### src/rtl/mem_arbiter.sv
// Two-requester round-robin arbiter in front of a single-port 16-bit memory.
// One transaction at a time: IDLE (grant) -> ACCESS (memory cycle) -> RESP (ack).
module mem_arbiter #(
    parameter int ADDR_WIDTH = 16,
    parameter int DATA_WIDTH = 16,
    parameter int MEM_DEPTH  = 2048
) (
    input  logic                  clock,
    input  logic                  reset,
    input  logic                  req0,
    input  logic                  req1,
    input  logic                  we0,
    input  logic                  we1,
    input  logic [ADDR_WIDTH-1:0] addr0,
    input  logic [ADDR_WIDTH-1:0] addr1,
    input  logic [DATA_WIDTH-1:0] wdata0,
    input  logic [DATA_WIDTH-1:0] wdata1,
    output logic                  ack0,
    output logic                  ack1,
    output logic                  err0,
    output logic                  err1,
    output logic [DATA_WIDTH-1:0] rdata,
    output logic                  busy,
    output logic [ADDR_WIDTH-1:0] mem_address,
    output logic                  mem_wr_en,
    output logic [DATA_WIDTH-1:0] mem_data_in,
    input  logic [DATA_WIDTH-1:0] mem_data_out
);

    // Highest legal high-byte address: the low byte must still be inside memory.
    localparam logic [ADDR_WIDTH:0] LAST_OK = (ADDR_WIDTH+1)'(MEM_DEPTH - 2);

    typedef enum logic [1:0] {IDLE, ACCESS, RESP} state_t;

    // Everything latched at grant time; requesters may change inputs afterwards.
    typedef struct packed {
        logic                  id;
        logic                  we;
        logic                  ok;
        logic [ADDR_WIDTH-1:0] addr;
        logic [DATA_WIDTH-1:0] wdata;
    } txn_t;

    state_t                state_q, state_d;
    txn_t                  txn_q;
    logic                  ptr_q;
    logic [DATA_WIDTH-1:0] rdata_q;
    logic [1:0]            req_v;
    logic                  grant;
    logic                  win;
    logic                  sel_we;
    logic [ADDR_WIDTH-1:0] sel_addr;
    logic [DATA_WIDTH-1:0] sel_wdata;
    logic                  sel_ok;

    assign req_v = {req1, req0};

    // Winner selection: pointer breaks ties, a lone requester always wins.
    always_comb begin
        win = (req_v == 2'b11) ? ptr_q : req_v[1];
    end

    assign sel_we    = win ? we1    : we0;
    assign sel_addr  = win ? addr1  : addr0;
    assign sel_wdata = win ? wdata1 : wdata0;
    assign sel_ok    = ({1'b0, sel_addr} <= LAST_OK);

    // State register.
    always_ff @(posedge clock) begin
        if (reset) state_q <= IDLE;
        else       state_q <= state_d;
    end

    // Next-state and FSM-decoded outputs.
    always_comb begin
        state_d   = state_q;
        grant     = 1'b0;
        mem_wr_en = 1'b0;
        ack0      = 1'b0;
        ack1      = 1'b0;
        err0      = 1'b0;
        err1      = 1'b0;
        busy      = (state_q != IDLE);
        case (state_q)
            IDLE: begin
                if (|req_v) begin
                    grant   = 1'b1;
                    state_d = ACCESS;
                end
            end
            ACCESS: begin
                mem_wr_en = txn_q.we & txn_q.ok;
                state_d   = RESP;
            end
            RESP: begin
                ack0    = ~txn_q.id;
                ack1    = txn_q.id;
                err0    = ~txn_q.id & ~txn_q.ok;
                err1    = txn_q.id & ~txn_q.ok;
                state_d = IDLE;
            end
            default: state_d = IDLE;
        endcase
    end

    // Transaction latch, priority pointer and read-data capture.
    always_ff @(posedge clock) begin
        if (reset) begin
            txn_q   <= '0;
            ptr_q   <= 1'b0;
            rdata_q <= '0;
        end else begin
            if (grant) begin
                txn_q <= '{id: win, we: sel_we, ok: sel_ok, addr: sel_addr, wdata: sel_wdata};
                ptr_q <= ~win;
            end
            if (state_q == ACCESS)
                rdata_q <= (!txn_q.we && txn_q.ok) ? mem_data_out : '0;
        end
    end

    // Memory address/data come straight from the latch, so they hold between accesses.
    assign mem_address = txn_q.addr;
    assign mem_data_in = txn_q.wdata;
    assign rdata       = rdata_q;

endmodule

### config.mk
export PLATFORM = sky130hd
export DESIGN_NAME = mem_arbiter
export DESIGN_NICKNAME = d
export VERILOG_FILES = /design/src/rtl/mem_arbiter.sv
export SDC_FILE = /design/constraint.sdc
export NUM_CORES = 1
export LEC_CHECK = 0
export ABC_AREA = 0
export CAP_MARGIN = 0
export CORE_ASPECT_RATIO = 0.7
export CORE_UTILIZATION = 42
export CTS_BUF_LIST = sky130_fd_sc_hd__clkbuf_4
export CTS_CLUSTER_DIAMETER = 30
export DETAILED_ROUTE_END_ITERATION = 12
export GPL_ROUTABILITY_DRIVEN = 0
export PLACE_DENSITY = 0.95
export SYNTH_ARGS = -nofsm -noshare
export SYNTH_HDL_FRONTEND = slang
export SYNTH_SLANG_ARGS = --single-unit
export TNS_END_PERCENT = 100
### constraint.sdc
create_clock -name clock -period 3.1 [get_ports clock]
set_input_delay 0.62 -clock clock [delete_from_list [all_inputs] [get_ports clock]]
set_output_delay 0.62 -clock clock [all_outputs]
set_load 0.01 [all_outputs]
# == After elaboration in Yosys (flattened, before gate mapping) ==
# Cells that the tools add are included.
# Widths: inputs -> output; s select.
# totals
ff_bits,54
wordCells,38
# op_classes
n_bitwise,6
n_mux,14
n_reduce_logical,5
eq_ne,4
order_cmp,1
# ops
operator,count
$mux 16,3
$le 16x11->1 const B,1
$mux 1,9
$eq 2x2->1 const B,2
$pmux 2 s2,1
$and 1x1->1,3
$not 1->1,3
$eq 2x1->1 const B,1
$logic_not 2->1,1
$mux 2,1
$ne 2x2->1 const B,1
$reduce_bool 2->1,1
$reduce_or 2->1,1
$logic_and 1x1->1,1
$logic_not 1->1,1

# == Depth between registers and ports, before layout ==
# logic_depth
depth_word,4
ltp_mapped,7
ltp_nobuf,5

# == Worst setup path before layout ==
# No wires, ideal clock.
# synth_path
path_kind,input to register
from,in req0
to,reg txn_q[32] in the netlist's numbering
path_slack_ns,1.415
setup_ns,0.131
required_ns,2.969
stages,6
n_path_buf,1
arrival_ns,1.554
cell_sequence,nand2b_1 -> buf_6 -> nand2_4 -> or4_4 -> o211ai_2 -> a21oi_2
# synth_via
elab_chain_cells,4
# synth_lines
item,line,source
from (decl),10,"input logic req0,"
$eq 2x2->1,60,win = (req_v == 2'b11) ? ptr_q : req_v[1];
$mux 1,60,
$mux 16,64,assign sel_addr = win ? addr1 : addr0;
$le 16x11->1,66,"assign sel_ok = ({1'b0, sel_addr} <= LAST_OK);"
to (signal assigned),114,"txn_q <= '{id: win, we: sel_we, ok: sel_ok, addr: sel_addr, wdata: sel_wdata};"
to (decl),45,txn_t txn_q;
# Several ways; a longest one is shown, not always the timed one.
# A chain may end at the register's enable or synchronous reset.

# == Worst setup path in the final report ==
# layout_path
from,reg state_q[1]
to,out err0
# layout_via
elab_chain_cells,2
# layout_lines
item,line,source
from (decl),44,"state_t state_q, state_d;"
from (signal assigned),71,else state_q <= state_d;
$eq 2x2->1,84,case (state_q)
$mux 1,84,
to (decl),20,"output logic err0,"
# No other way between the ends.

==> metrics.yaml <==
run_status: "complete, no violations"
compound_gate_fraction_of_synth_area: 0.197
synth.mux.area_fraction: 0
setup_repair_after_global_routing_missed_its_margin: "no"
synth_cells: 276
worst_ep_arrival_time_ns: 1.77
clk_latency_ns: 0.37
main_flop_type_after_synthesis: "sky130_fd_sc_hd__dfxtp_1"
grt.overflow.total: 0
full_die_area_um2: 6110
placement_rows: 22
power.static_leakage_nw: 1.35
crit_slowest_cell: "sky130_fd_sc_hd__clkdlybuf4s50_1"
post_cts.repair.setup_buffers: 0
postRouteWirelength_um: 6680
fin_setup_tns_ns: 0
synthDominantAreaCellType: "sky130_fd_sc_hd__dfxtp_1"
layout.nets: 459
multiInputGateArea_um2: 1000
yosys_warnings: 0
setup.worst_path.class: "flop to output port"
cts.sink_count: 54
setup.worst_path.start: "state_q[1]"
post_synth_and_or_nand_nor_area_fraction: 0.214
critical_path.top_delay_family: "buffers and inverters"
final.fill_count: 427
synth_most_common_cell: "sky130_fd_sc_hd__nor2_1"
worst-slew-pin-transition_ns: 0.979
grt_antenna_before_repair: 0
drt-pass1-iter-count: 6
start_kind: "flop"
netlist_area_um2: 2440
cts_hold_repair.buffers: 0
reg2reg_depth: 4
tritoncts: "yes"
synth_top_family_by_area: "simple AND/OR/NAND/NOR gates"
synth_edf_count: 0
fp.dieH_um: 65.7
synth_xor_xnor_area_share: 0
share_of_the_clock_period_used_by_the_worst_path_after_layout: 0.771
achievable-frequency_ghz: 0.419
cells_along_the_critical_path: "nor3b_1, nor2b_1, clkdlybuf4s50_1"
critical_path_required_ns: 2.48
route.antenna.remaining_nets: 0
final_layout_size_suffix_gt1_frac: 0.0615
cts-root-buf: "sky130_fd_sc_hd__clkbuf_4"
cts.htree.levels: 2
netlist_top_cells_count: "55 x sky130_fd_sc_hd__nor2_1, 54 x sky130_fd_sc_hd__dfxtp_1, 35 x sky130_fd_sc_hd__buf_4"
top_level_ports: 140
slowest_delay_ns: 0.56
grt_start_max_net_pins: 55
antenna_cells: 0
holdPathStages: 2
clockBufferDepth: 2
setup_viol_count_final: 0
post_synthesis_cell_type_count: 33
detail_route.vias_per_cell: 5.39
timing.hold.worst.class: "flop to flop"
post-route-drc-count: 0
finalHoldViolCount: 0
worstReg2RegEnd: "rdata[9]"
cellPowerDensity_nw_per_um2: 431
synth_async_sr_flop_share: 0
number_of_buffers_created_by_cts: 5
drv.max_cap_violation_count: 0
finalPower_mw: 1.59
ff_latch_area_um2: 1080
setup.reg_to_reg.worst_slack_ns: 1.18
post_cts_resize_count: 0
clk_pin_slew_worst_setup_hold_paths_ns: 0.17
worst_hold_endpoint: "mem_address[14]"
via_count_of_the_first_global_routing_pass: 2234
rr_startpoint: "state_q[1]"
fin_worst_skew_ns: 0.0142
drt_iter0_markers: 214
grt_first_pass_wirelength_um: 10600
worst_ir_drop_vdd_v: 0.000256
ys_seq_elements: 54
syn_to_final_growth_pct: 51.3
critPathMaxFanout: 5
dpl.hpwl_um: 4990
timing.slew.headroom: 0.347
fp.dieW_um: 93.0
post_synth_main_area_contributors: "sky130_fd_sc_hd__dfxtp_1 44%, sky130_fd_sc_hd__buf_4 11%, sky130_fd_sc_hd__nor2_1 8.5%"
standard_cell_core_area_um2: 5420
end_kind: "output port"
post_synth.cell_area_avg_um2: 8.83
synth_nets: 362
placement.io_buffers: 139
synth_fa_ha_area_frac: 0
vias: 2404
min_period_ns: 2.39
wire_per_inst_um: 15.0
critical_path.n_buffers_inverters: 1
synth.top_cell.area_share: 0.444
synth_seq_area_share: 0.444
drv_slew: 0
initial_utilization: 0.449
grt_util_all_layers: 0.222
timing.hold.worst.start: "mem_address[14]"
[kinds of logic (layout without fill, tap and decap cells)]
logic type / Yosys count / count (layout)
compound gates: 56 / 56
simple gates: 111 / 111
flops: 54 / 54
buf+inv: 55 / 153
[power by group]
part / switching [mW] / leakage, nW / internal [mW]
clock network: 0.228 / 0.0462 / 0.176
logic: 0.179 / 0.860 / 0.233
registers: 0.0272 / 0.443 / 0.744
total: 0.435 / 1.35 / 1.15
[placed cells by master (no fill, tap or decap), drive strengths merged, types with 2 or more instances in the layout]
master / instances
nand4: 4
nor2b: 2
a311oi: 15
inv: 3
a22oi: 16
nand2: 18
a222oi: 17
nand3: 18
a21oi: 4
nand2b: 2
nor2: 58
dfxtp: 54
or4: 2
clkdlybuf4s50: 138
clkbuf: 5
nor3b: 2
buf: 6
[routing by layer]
layer,vias up,GRT usage,wire (um)
li1,1166,-,-
met1,1123,0.278,2900
met2,107,0.375,3090
met3,8,0.0579,580
met4,0,0.0692,109
met5,-,0,0
[worst reg2reg max path, stage by stage (launching register included)]
cell,delay (ns)
sky130_fd_sc_hd__dfxtp_1,0.38
sky130_fd_sc_hd__nand2b_1,0.49
sky130_fd_sc_hd__nor3b_4,0.71
sky130_fd_sc_hd__a22oi_1,0.15
sky130_fd_sc_hd__nor2_1,0.14
[cell type report]
cell class                      count  share of cell area
Tap cell                           72              0.0244
Inverter                            1             0.00102
Timing Repair Buffer              144               0.386
Clock inverter                      3              0.0129
Clock buffer                        5              0.0102
Multi-Input combinational cell    167               0.272
Sequential cell                    54               0.293
[worst max-delay path by stage]
stage / to / slack [ns] / depth (start not counted)
global route: err0 / 0.52 / 3
global placement: txn_q[33] / 0.77 / 6
floorplan: txn_q[32] / 1.42 / 6
CTS: err0 / 0.69 / 3
detailed placement: mem_data_in[11] / 0.68 / 6
finish: err0 / 0.71 / 3
[flip-flops by register name, indices dropped and copies added, names as in the netlist]
register     count
rdata           16
ptr_q            1
state_q          2
mem_data_in     16
mem_address     16
txn_q            3
[stage by stage]
stage	utilization	instance area (um^2)	cells	hold WS (ns)	setup WS, ns
after global routing	0.680	3680	446	0.527	0.525
after CTS	0.680	3680	446	0.509	0.687
after detailed placement	0.664	3600	438	0.487	0.676
after global placement	0.664	3600	438	0.479	0.770
final	0.680	3680	446	0.507	0.711
after floorplan	-	2440	276	0.469	1.42
Power figures use the tool's default switching activity.
